### src/rtl/vc_bit_scan_encoder_pkg.sv
// Shared types and constants for the bit-scan encoder.
package vc_bit_scan_pkg;

    typedef enum logic {
        STATE_IDLE = 1'b0,
        STATE_SCAN = 1'b1
    } state_t;

    localparam logic DIR_MSB_FIRST = 1'b0;
    localparam logic DIR_LSB_FIRST = 1'b1;

endpackage

### src/rtl/vc_bit_scan_encoder_if.sv
// Input-vector and output-index handshakes of the bit-scan encoder.
interface vc_bit_scan_encoder_if #(
    parameter int NBITS = 32
);
    localparam int IDX_NBITS = $clog2(NBITS);

    logic                 in_val;
    logic                 in_rdy;
    logic [NBITS-1:0]     in_bits;
    logic                 in_dir;
    logic                 out_val;
    logic                 out_rdy;
    logic [IDX_NBITS-1:0] out_idx;
    logic                 out_last;
    logic                 out_empty;

    // upstream producer / downstream consumer side
    modport master (
        output in_val, in_bits, in_dir, out_rdy,
        input  in_rdy, out_val, out_idx, out_last, out_empty
    );

    // encoder side
    modport slave (
        input  in_val, in_bits, in_dir, out_rdy,
        output in_rdy, out_val, out_idx, out_last, out_empty
    );
endinterface

### src/rtl/vc_bit_scan_encoder_penc.sv
// Combinational priority encoder: highest set bit (MSB-first) or lowest
// set bit (LSB-first). out_idx is 0 when no bit is set.
module vc_param_priority_encoder
    import vc_bit_scan_pkg::*;
#(
    parameter int NBITS     = 32,
    parameter int IDX_NBITS = $clog2(NBITS)
) (
    input  logic [NBITS-1:0]     in_bits,
    input  logic                 dir,
    output logic                 out_val,
    output logic [IDX_NBITS-1:0] out_idx
);

    // later loop iterations override earlier ones, so loop order picks the winner
    always_comb begin
        out_val = |in_bits;
        out_idx = '0;
        if (dir == DIR_MSB_FIRST) begin
            for (int i = 0; i < NBITS; i++) begin
                if (in_bits[i]) out_idx = IDX_NBITS'(i);
            end
        end else begin
            for (int i = NBITS - 1; i >= 0; i--) begin
                if (in_bits[i]) out_idx = IDX_NBITS'(i);
            end
        end
    end

endmodule

### src/rtl/vc_bit_scan_encoder.sv
// Sequential bit-scan encoder: accepts a vector, then emits the index of
// every set bit, one per output transfer, MSB-first or LSB-first.
// A final output and a new input may transfer in the same cycle (no bubble).
module vc_bit_scan_encoder #(
    parameter int NBITS = 32
) (
    input  logic                  clk,
    input  logic                  reset,
    vc_bit_scan_encoder_if.slave  bus
);
    import vc_bit_scan_pkg::*;

    localparam int IDX_NBITS = $clog2(NBITS);

    state_t               state_q, state_d;
    logic [NBITS-1:0]     work_q, work_d;
    logic                 dir_q, dir_d;

    logic                 pe_val;
    logic [IDX_NBITS-1:0] pe_idx;
    logic                 at_most_one;
    logic [NBITS-1:0]     clr_mask;
    logic                 in_xfer;
    logic                 out_xfer;

    vc_param_priority_encoder #(
        .NBITS     (NBITS),
        .IDX_NBITS (IDX_NBITS)
    ) u_penc (
        .in_bits (work_q),
        .dir     (dir_q),
        .out_val (pe_val),
        .out_idx (pe_idx)
    );

    assign at_most_one = ((work_q & (work_q - NBITS'(1))) == '0);
    assign clr_mask    = NBITS'(1) << pe_idx;

    // handshake and index outputs; in_rdy follows out_rdy while scanning
    always_comb begin
        bus.in_rdy    = 1'b0;
        bus.out_val   = 1'b0;
        bus.out_idx   = pe_idx;
        bus.out_last  = at_most_one;
        bus.out_empty = !pe_val;
        if (!reset) begin
            case (state_q)
                STATE_IDLE: bus.in_rdy = 1'b1;
                STATE_SCAN: begin
                    bus.out_val = 1'b1;
                    bus.in_rdy  = at_most_one && bus.out_rdy;
                end
                default: ;
            endcase
        end
    end

    // next state: load on input, clear serviced bit, or retire the vector
    always_comb begin
        state_d  = state_q;
        work_d   = work_q;
        dir_d    = dir_q;
        in_xfer  = bus.in_val && bus.in_rdy;
        out_xfer = bus.out_val && bus.out_rdy;
        case (state_q)
            STATE_IDLE: begin
                if (in_xfer) begin
                    work_d  = bus.in_bits;
                    dir_d   = bus.in_dir;
                    state_d = STATE_SCAN;
                end
            end
            STATE_SCAN: begin
                if (out_xfer) begin
                    if (!at_most_one) begin
                        work_d = work_q & ~clr_mask;
                    end else if (in_xfer) begin
                        work_d = bus.in_bits;
                        dir_d  = bus.in_dir;
                    end else begin
                        work_d  = '0;
                        state_d = STATE_IDLE;
                    end
                end
            end
            default: state_d = STATE_IDLE;
        endcase
    end

    // state registers with synchronous reset
    always_ff @(posedge clk) begin
        if (reset) begin
            state_q <= STATE_IDLE;
            work_q  <= '0;
            dir_q   <= DIR_MSB_FIRST;
        end else begin
            state_q <= state_d;
            work_q  <= work_d;
            dir_q   <= dir_d;
        end
    end

endmodule

### src/flat_wrapper.sv
// flat-port wrapper written by rule: the top's interface ports become plain ports
module vc_bit_scan_encoder_flat import vc_bit_scan_pkg::*;
#(
    parameter int NBITS = 32
)
  (clk, reset, bus_in_val, bus_in_bits, bus_in_dir, bus_out_rdy, bus_in_rdy, bus_out_val, bus_out_idx, bus_out_last, bus_out_empty);
  vc_bit_scan_encoder_if #(.NBITS(NBITS)) bus_i ();
  input  logic clk;
  input  logic reset;
  input wire logic [$bits(bus_i.in_val)-1:0] bus_in_val;
  input wire logic [$bits(bus_i.in_bits)-1:0] bus_in_bits;
  input wire logic [$bits(bus_i.in_dir)-1:0] bus_in_dir;
  input wire logic [$bits(bus_i.out_rdy)-1:0] bus_out_rdy;
  output wire logic [$bits(bus_i.in_rdy)-1:0] bus_in_rdy;
  output wire logic [$bits(bus_i.out_val)-1:0] bus_out_val;
  output wire logic [$bits(bus_i.out_idx)-1:0] bus_out_idx;
  output wire logic [$bits(bus_i.out_last)-1:0] bus_out_last;
  output wire logic [$bits(bus_i.out_empty)-1:0] bus_out_empty;
  assign bus_i.in_val = bus_in_val;
  assign bus_i.in_bits = bus_in_bits;
  assign bus_i.in_dir = bus_in_dir;
  assign bus_i.out_rdy = bus_out_rdy;
  assign bus_in_rdy = bus_i.in_rdy;
  assign bus_out_val = bus_i.out_val;
  assign bus_out_idx = bus_i.out_idx;
  assign bus_out_last = bus_i.out_last;
  assign bus_out_empty = bus_i.out_empty;
  vc_bit_scan_encoder #(.NBITS(NBITS)) u_core (.clk(clk), .reset(reset), .bus(bus_i));
endmodule
### config.mk
export PLATFORM = sky130hd
export DESIGN_NAME = vc_bit_scan_encoder_flat
export DESIGN_NICKNAME = d
export VERILOG_FILES = /design/src/rtl/vc_bit_scan_encoder_pkg.sv /design/src/rtl/vc_bit_scan_encoder_if.sv /design/src/rtl/vc_bit_scan_encoder_penc.sv /design/src/rtl/vc_bit_scan_encoder.sv /design/src/flat_wrapper.sv
export SDC_FILE = /design/constraint.sdc
export NUM_CORES = 1
export LEC_CHECK = 0
export CORE_MARGIN = 4
export CORE_UTILIZATION = 35
export DETAILED_ROUTE_END_ITERATION = 10
export SETUP_SLACK_MARGIN = 0.2
export SLEW_MARGIN = 20
export SYNTH_ARGS = -nofsm -noshare
export SYNTH_HDL_FRONTEND = slang
export SYNTH_SLANG_ARGS = --single-unit
### constraint.sdc
create_clock -name clk -period 4.1 [get_ports clk]
set_input_delay 0.41 -clock clk [delete_from_list [all_inputs] [get_ports clk]]
set_output_delay 0.41 -clock clk [all_outputs]
set_load 0.1 [all_outputs]
Word-level counts from Yosys, hierarchy flattened
Index checks and enable logic that the tools add are counted.

cells by class
  $add $sub $neg = 1
  eq/ne operators = 3
  shift operators = 1
  multiplexer cells = 81
  bitwise logic cells = 4
  reduce and logical (&&, ||, !) cells = 8

operators with widths
  operator                                             count
  2-to-1 mux 5 bit                                     63
  2-to-1 mux 32 bit                                    4
  bitwise AND 32 bit                                   2
  case mux 32 bit (2 select lines)                     1
  zero test 32 bit                                     1
  NOT 32 bit                                           1
  OR reduction 32 bit                                  1
  left shift 1 x 5 -> 32 bit (first input constant)    1
  subtractor 32 x 1 -> 32 bit (second input constant)  1
  2-to-1 mux 1 bit                                     10
  case mux 1 bit (2 select lines)                      3
  != test 2 bit (second input constant)                2
  AND reduction 2 bit                                  2
  logical AND 1 bit                                    3
  != test 2 x 1 -> 1 bit (second input constant)       1
  zero test 1 bit                                      1
  NOT 1 bit                                            1

storage, ports and cells
  flip-flop bits (word level) = 34
  output and inout port bits = 9
  logic and storage cells = 101

Depth between registers and ports, before layout
  depth in word-level cells = 39
  gate-level depth with buffers = 11

Cells and area by module
Synthesis repeated with hierarchy kept, for this count alone.

second synthesis, totals
  cell total of the unflattened synthesis = 534
  area, all modules = 3533.4 µm²

by module, submodules not included
  module                     instances  cells each  area each (µm²)  sequential area each (µm²)
  vc_bit_scan_encoder        1          415         2835.2           680.7
  vc_param_priority_encoder  1          119         698.2            0.0

Worst setup path before layout
Ideal clock, no wire load.

  path type = register to register
  start = reg u_core.work_q[20]
  end = reg u_core.work_q[17]
  setup time = 88 ps
  arrival time = 3677 ps
  required time = 4012 ps
  path slack = 335 ps
  stages on the path, launching flop included = 10
  path buffers = 2
  clock period less this slack = 3765 ps
  cell sequence = dfxtp_1 > clkbuf_1 > or4_1 > nor2_1 > o21ai_0 > a22oi_1 > nand2b_1 > buf_1 > and4b_1 > o32ai_2

on the way
  longest elaborated chain between the ends = 28
  elaborated cells between the ends (all ways) = 50
  those cells by class = add/sub (1); eq/ne (1); shift (1); mux (40); bitwise (3); reduce/logical (4)

ends and longest elaborated chain
  what                                  RTL line                        RTL
  from (decl)                           vc_bit_scan_encoder.sv:16       logic [NBITS-1:0] work_q, work_d;
  from (signal assigned)                vc_bit_scan_encoder.sv:98       work_q <= work_d;
  2-to-1 mux 5 bit (21 in a row)        vc_bit_scan_encoder_penc.sv:25  if (in_bits[i]) out_idx = IDX_NBITS'(i);
  2-to-1 mux 5 bit (*)                  vc_bit_scan_encoder_penc.sv:19  if (dir == DIR_MSB_FIRST) begin
  via bus_out_idx[3]                    flat_wrapper.sv:16              output wire logic [$bits(bus_i.out_idx)-1:0] bus_out_idx;
  left shift 1 x 5 -> 32 bit (*)        vc_bit_scan_encoder.sv:37       assign clr_mask = NBITS'(1) << pe_idx;
  NOT 32 bit (*)                        vc_bit_scan_encoder.sv:76       work_d = work_q & ~clr_mask;
  bitwise AND 32 bit (*)                vc_bit_scan_encoder.sv:76
  2-to-1 mux 32 bit (*)                 vc_bit_scan_encoder.sv:75       if (!at_most_one) begin
  2-to-1 mux 32 bit (*)                 vc_bit_scan_encoder.sv:74       if (out_xfer) begin
  case mux 32 bit (2 select lines) (*)  vc_bit_scan_encoder.sv:65       case (state_q)

The timed path passes the listed nets; every way through them passes the cells marked *. The select of a mux whose other input is x is not followed.
A chain may end at the register's enable or synchronous reset.

Worst setup path in the final report
  start = reg u_core.work_q[0]
  end = out bus_in_rdy

on the way
  longest elaborated chain between the ends = 6

ends and longest elaborated chain
  what                                 RTL line                   RTL
  subtractor 32 x 1 -> 32 bit          vc_bit_scan_encoder.sv:36  assign at_most_one = ((work_q & (work_q - NBITS'(1))) == '0);
  bitwise AND 32 bit (*)               vc_bit_scan_encoder.sv:36
  zero test 32 bit (*)                 vc_bit_scan_encoder.sv:36
  logical AND 1 bit (*)                vc_bit_scan_encoder.sv:51  bus.in_rdy = at_most_one && bus.out_rdy;
  case mux 1 bit (2 select lines) (*)  vc_bit_scan_encoder.sv:47  case (state_q)
  2-to-1 mux 1 bit (*)                 vc_bit_scan_encoder.sv:46  if (!reset) begin
  to (decl)                            flat_wrapper.sv:14         output wire logic [$bits(bus_i.in_rdy)-1:0] bus_in_rdy;

Mark *: on every way between the ends. The rest lies on a longest branch, timed or not.

==> out/metrics.json <==
{
  "outcome": {
    "status": "finished, final reports clean"
  },
  "routing": {
    "detail_route.wirelength.met1_um": 4400,
    "detailroute.via_count": 3115,
    "drt_pre_antenna_iters": 5,
    "met2_wirelength_um": 4490,
    "route.detailed.wl_per_inst_um": 19.4,
    "drt_first_iter_violations": 283,
    "top_layer": "met4",
    "dr_wl_met3_um": 645,
    "totalWireLength_um": 9660,
    "post-route-drc-count": 0,
    "route.antenna.remaining_nets": 0,
    "post_drt_via_cell_ratio": 6.26
  },
  "die": {
    "placementRows": 33,
    "initial_core_util": 0.366,
    "dieArea_mm2": 0.0103,
    "fp.coreArea_mm2": 0.00838,
    "width_of_the_chip_um": 102,
    "io-pin-count": 46,
    "die-height_um": 102
  },
  "yosys": {
    "synth_top_area_frac": 0.222,
    "synth_enable_flop_cells": 0,
    "syn-cell-area_mm2": 0.00307,
    "ys.warnings.count": 0,
    "synth_ff_type": "sky130_fd_sc_hd__dfxtp_1",
    "yosysSeqAreaShare": 0.222,
    "synth.distinct_cells": 53,
    "async_flop_share": 0,
    "post_synthesis_mean_instance_area_um2": 8.60,
    "post-synth-top-area-cell": "sky130_fd_sc_hd__dfxtp_1",
    "synth.ff_latch_count": 34,
    "mappedNetlistNets": 394,
    "synthesis.instances": 357,
    "post_synth_main_area_contributors": "sky130_fd_sc_hd__dfxtp_1, sky130_fd_sc_hd__o32ai_2, sky130_fd_sc_hd__mux2i_1"
  },
  "clock_network": {
    "cts_tree": "done",
    "htree_num_levels": 2,
    "cts.repair_timing.setup_buffer_count": 0,
    "clock_insertion_delay_worst_skew_ns": 0.30,
    "clk_path_buf_depth": 2,
    "cts.reportedPaths.clkPinSlew_ns": 0.08,
    "post_cts_resized": 0,
    "cts-buffers-inserted": 5,
    "hold_buffers": 0,
    "cts_root_buf": "sky130_fd_sc_hd__clkbuf_8",
    "clock_sink_count": 34
  },
  "pwr": {
    "power.share.switching": 0.540,
    "p_int_mw": 0.845,
    "power.combinational.fraction": 0.620,
    "leakage_nw": 1.20,
    "power-per-cell-area_mw_per_mm2": 499,
    "seq_power_share": 0.231,
    "vdd_ir_drop_max_uv": 287,
    "switching_power_of_the_nets_mw": 0.994,
    "power.share.clock": 0.149
  },
  "timing": {
    "finalClockSkew_ns": 0.00682,
    "timing.max_slew.rel_slack": 0.352,
    "finalSetupTns_ns": 0,
    "period_share": 0.849,
    "worst_pin_slew_ns": 0.969,
    "whs_ns": 0.586,
    "hold_violations": 0,
    "period_needed_ns": 3.48,
    "maxSlewViolCount": 0,
    "grt_setup_unrepaired": "false",
    "setup_viol_count_final": 0,
    "max_freq_ghz": 0.287
  },
  "final_layout": {
    "seqCellArea_um2": 681,
    "fill_cells": 853,
    "total_area_of_multi_input_combinational_cells_mm2": 0.00214,
    "final_layout_size_suffix_gt1_frac": 0.170,
    "design.final.nets": 429,
    "layout_area_growth_over_synthesis_pct": 20.0,
    "num_antenna_cells": 0
  },
  "placed_design": {
    "hpwlAfterDp_um": 7010,
    "gp_routability_congestion": 0.933,
    "port-buffer-count": 45
  },
  "worst_setup_path": {
    "critical-path-top-delay-family": "simple AND/OR/NAND/NOR gates",
    "cp_slowest_stage_delay_ns": 0.58,
    "data_arrival_at_the_endpoint_of_the_critical_path_ns": 3.07,
    "timing.critical_path.buf_inv": 1,
    "worstPathRequired_ns": 3.69,
    "critPathCaptureType": "output pin",
    "crit_path_from": "u_core.work_q[0]$_SDFFE_PP0P_",
    "critical_path_class": "reg2out",
    "critical_path.reg2reg.startpoint": "u_core.work_q[0]$_SDFFE_PP0P_",
    "critical-path-slowest-cell": "sky130_fd_sc_hd__nor4_4",
    "maximum_net_fanout_on_the_critical_path": 9,
    "timing.critical_path.from_type": "flip-flop",
    "crit_path_cell_trace": "nor4_4 -> nand3_1 -> a211oi_1 -> nand4_1 -> a2111oi_4 -> a31oi_1 -> nor2_1 -> buf_4"
  },
  "grt": {
    "globalRouteTotalUtil": 0.187,
    "wire_length_of_the_first_global_routing_pass_um": 15400,
    "grt_start_max_net_pins": 34,
    "globalRoute.totalOverflow": 0,
    "first_global_vias": 2976,
    "initial_antenna_violation_count": 0
  },
  "job": {
    "maxCapViolCount": 0
  },
  "worst_hold_path": {
    "holdCritPathClass": "reg2reg",
    "worstHoldStart": "u_core.work_q[27]$_SDFFE_PP0P_"
  }
}
[cells in the mapped netlist (2+ instances only)]
cell type                    n
sky130_fd_sc_hd__a2111oi_0   4
sky130_fd_sc_hd__a211oi_1    3
sky130_fd_sc_hd__a21oi_1    17
sky130_fd_sc_hd__a22oi_1     3
sky130_fd_sc_hd__a311o_1     2
sky130_fd_sc_hd__a31oi_1     4
sky130_fd_sc_hd__and4_1      8
sky130_fd_sc_hd__and4b_1     2
sky130_fd_sc_hd__buf_2       2
sky130_fd_sc_hd__buf_4       3
sky130_fd_sc_hd__buf_6       4
sky130_fd_sc_hd__clkbuf_1   15
sky130_fd_sc_hd__dfxtp_1    34
sky130_fd_sc_hd__inv_1      36
sky130_fd_sc_hd__mux2i_1    32
sky130_fd_sc_hd__nand2_1    16
sky130_fd_sc_hd__nand3_1     8
sky130_fd_sc_hd__nand4_1     5
sky130_fd_sc_hd__nor2_1     27
sky130_fd_sc_hd__nor3_1      8
sky130_fd_sc_hd__nor4_1     19
sky130_fd_sc_hd__nor4_4      4
sky130_fd_sc_hd__nor4b_1     6
sky130_fd_sc_hd__o2111ai_1   3
sky130_fd_sc_hd__o211ai_1    3
sky130_fd_sc_hd__o21ai_0    20
sky130_fd_sc_hd__o221ai_1    4
sky130_fd_sc_hd__o22ai_1     2
sky130_fd_sc_hd__o2bb2ai_1   2
sky130_fd_sc_hd__o31ai_1     4
sky130_fd_sc_hd__o32ai_1     4
sky130_fd_sc_hd__o32ai_2    30
sky130_fd_sc_hd__or2_2       2
sky130_fd_sc_hd__or4_1       2
[worst min-delay path: stages (launching register included)]
cell and delay, ns:
sky130_fd_sc_hd__dfxtp_1 0.35, sky130_fd_sc_hd__inv_1 0.10, sky130_fd_sc_hd__o32ai_2 0.09
[placed cells by master (no fill, tap or decap), types with 16 or more instances in the layout]
cell	n
sky130_fd_sc_hd__clkdlybuf4s50_1	37
sky130_fd_sc_hd__o32ai_2	30
sky130_fd_sc_hd__a21oi_1	16
sky130_fd_sc_hd__dfxtp_1	34
sky130_fd_sc_hd__nor2_1	27
sky130_fd_sc_hd__inv_1	36
sky130_fd_sc_hd__nand2_1	16
sky130_fd_sc_hd__o21ai_0	20
sky130_fd_sc_hd__mux2i_1	32
sky130_fd_sc_hd__nor4_1	19
[registers in the layout (all words and copies together), names as in the netlist]
name,flops
u_core.work_q,32
u_core.state_q,1
u_core.dir_q,1
[power by group through the flow]
stage / combinational (mW) / sequential, mW / clock [mW]
after floorplan: 0.836 / 0.404 / 0
after global placement: 1.12 / 0.430 / 0
after detailed placement: 1.12 / 0.431 / 0
after CTS: 1.13 / 0.423 / 0.281
after global routing: 1.21 / 0.431 / 0.292
final: 1.14 / 0.425 / 0.274
[area by class of cell]
| cell class | instances | area share |
|---|---|---|
| repair buffers | 53 | 0.137 |
| inverters | 37 | 0.0377 |
| clock buffers | 6 | 0.0224 |
| multi-input cells | 261 | 0.580 |
| clock inverters | 2 | 0.00340 |
| well taps | 105 | 0.0357 |
| flip-flops and latches | 34 | 0.185 |
[cells by family (layout without fill, tap and decap cells)]
kind of cell,count (synthesis),count (layout),synth area share
flops,34,34,0.222
mux,32,32,0.104
compound gates,116,116,0.355
buf+inv,62,98,0.0901
simple gates,113,113,0.229
[routing by layer]
| metal | vias up | global-route usage |
|---|---|---|
| li1 | 1480 | - |
| met4 | 0 | 0.0481 |
| met5 | - | 0 |
| met1 | 1493 | 0.257 |
| met2 | 127 | 0.307 |
| met3 | 15 | 0.0289 |
[final timing paths]
kind	end	slack [ns]	cells past startpoint
setup / recovery	bus_in_rdy	0.62	8
hold / removal	u_core.work_q[27]$_SDFFE_PP0P_	0.59	2
setup reg to reg	u_core.work_q[1]$_SDFFE_PP0P_	0.85	9
hold reg to reg	u_core.work_q[27]$_SDFFE_PP0P_	0.59	2
[metrics by stage]
step	util	instance area, um2	std cells	setup slack [ns]	power, mW
2_1_floorplan	-	3070	357	0.335	1.24
3_3_place_gp	0.428	3590	490	1.01	1.55
3_5_place_dp	0.428	3590	490	0.879	1.56
4_1_cts	0.440	3680	498	0.623	1.83
5_1_grt	0.440	3680	498	0.419	1.94
6_report	0.440	3680	498	0.620	1.84
Power figures use the tool's default switching activity.
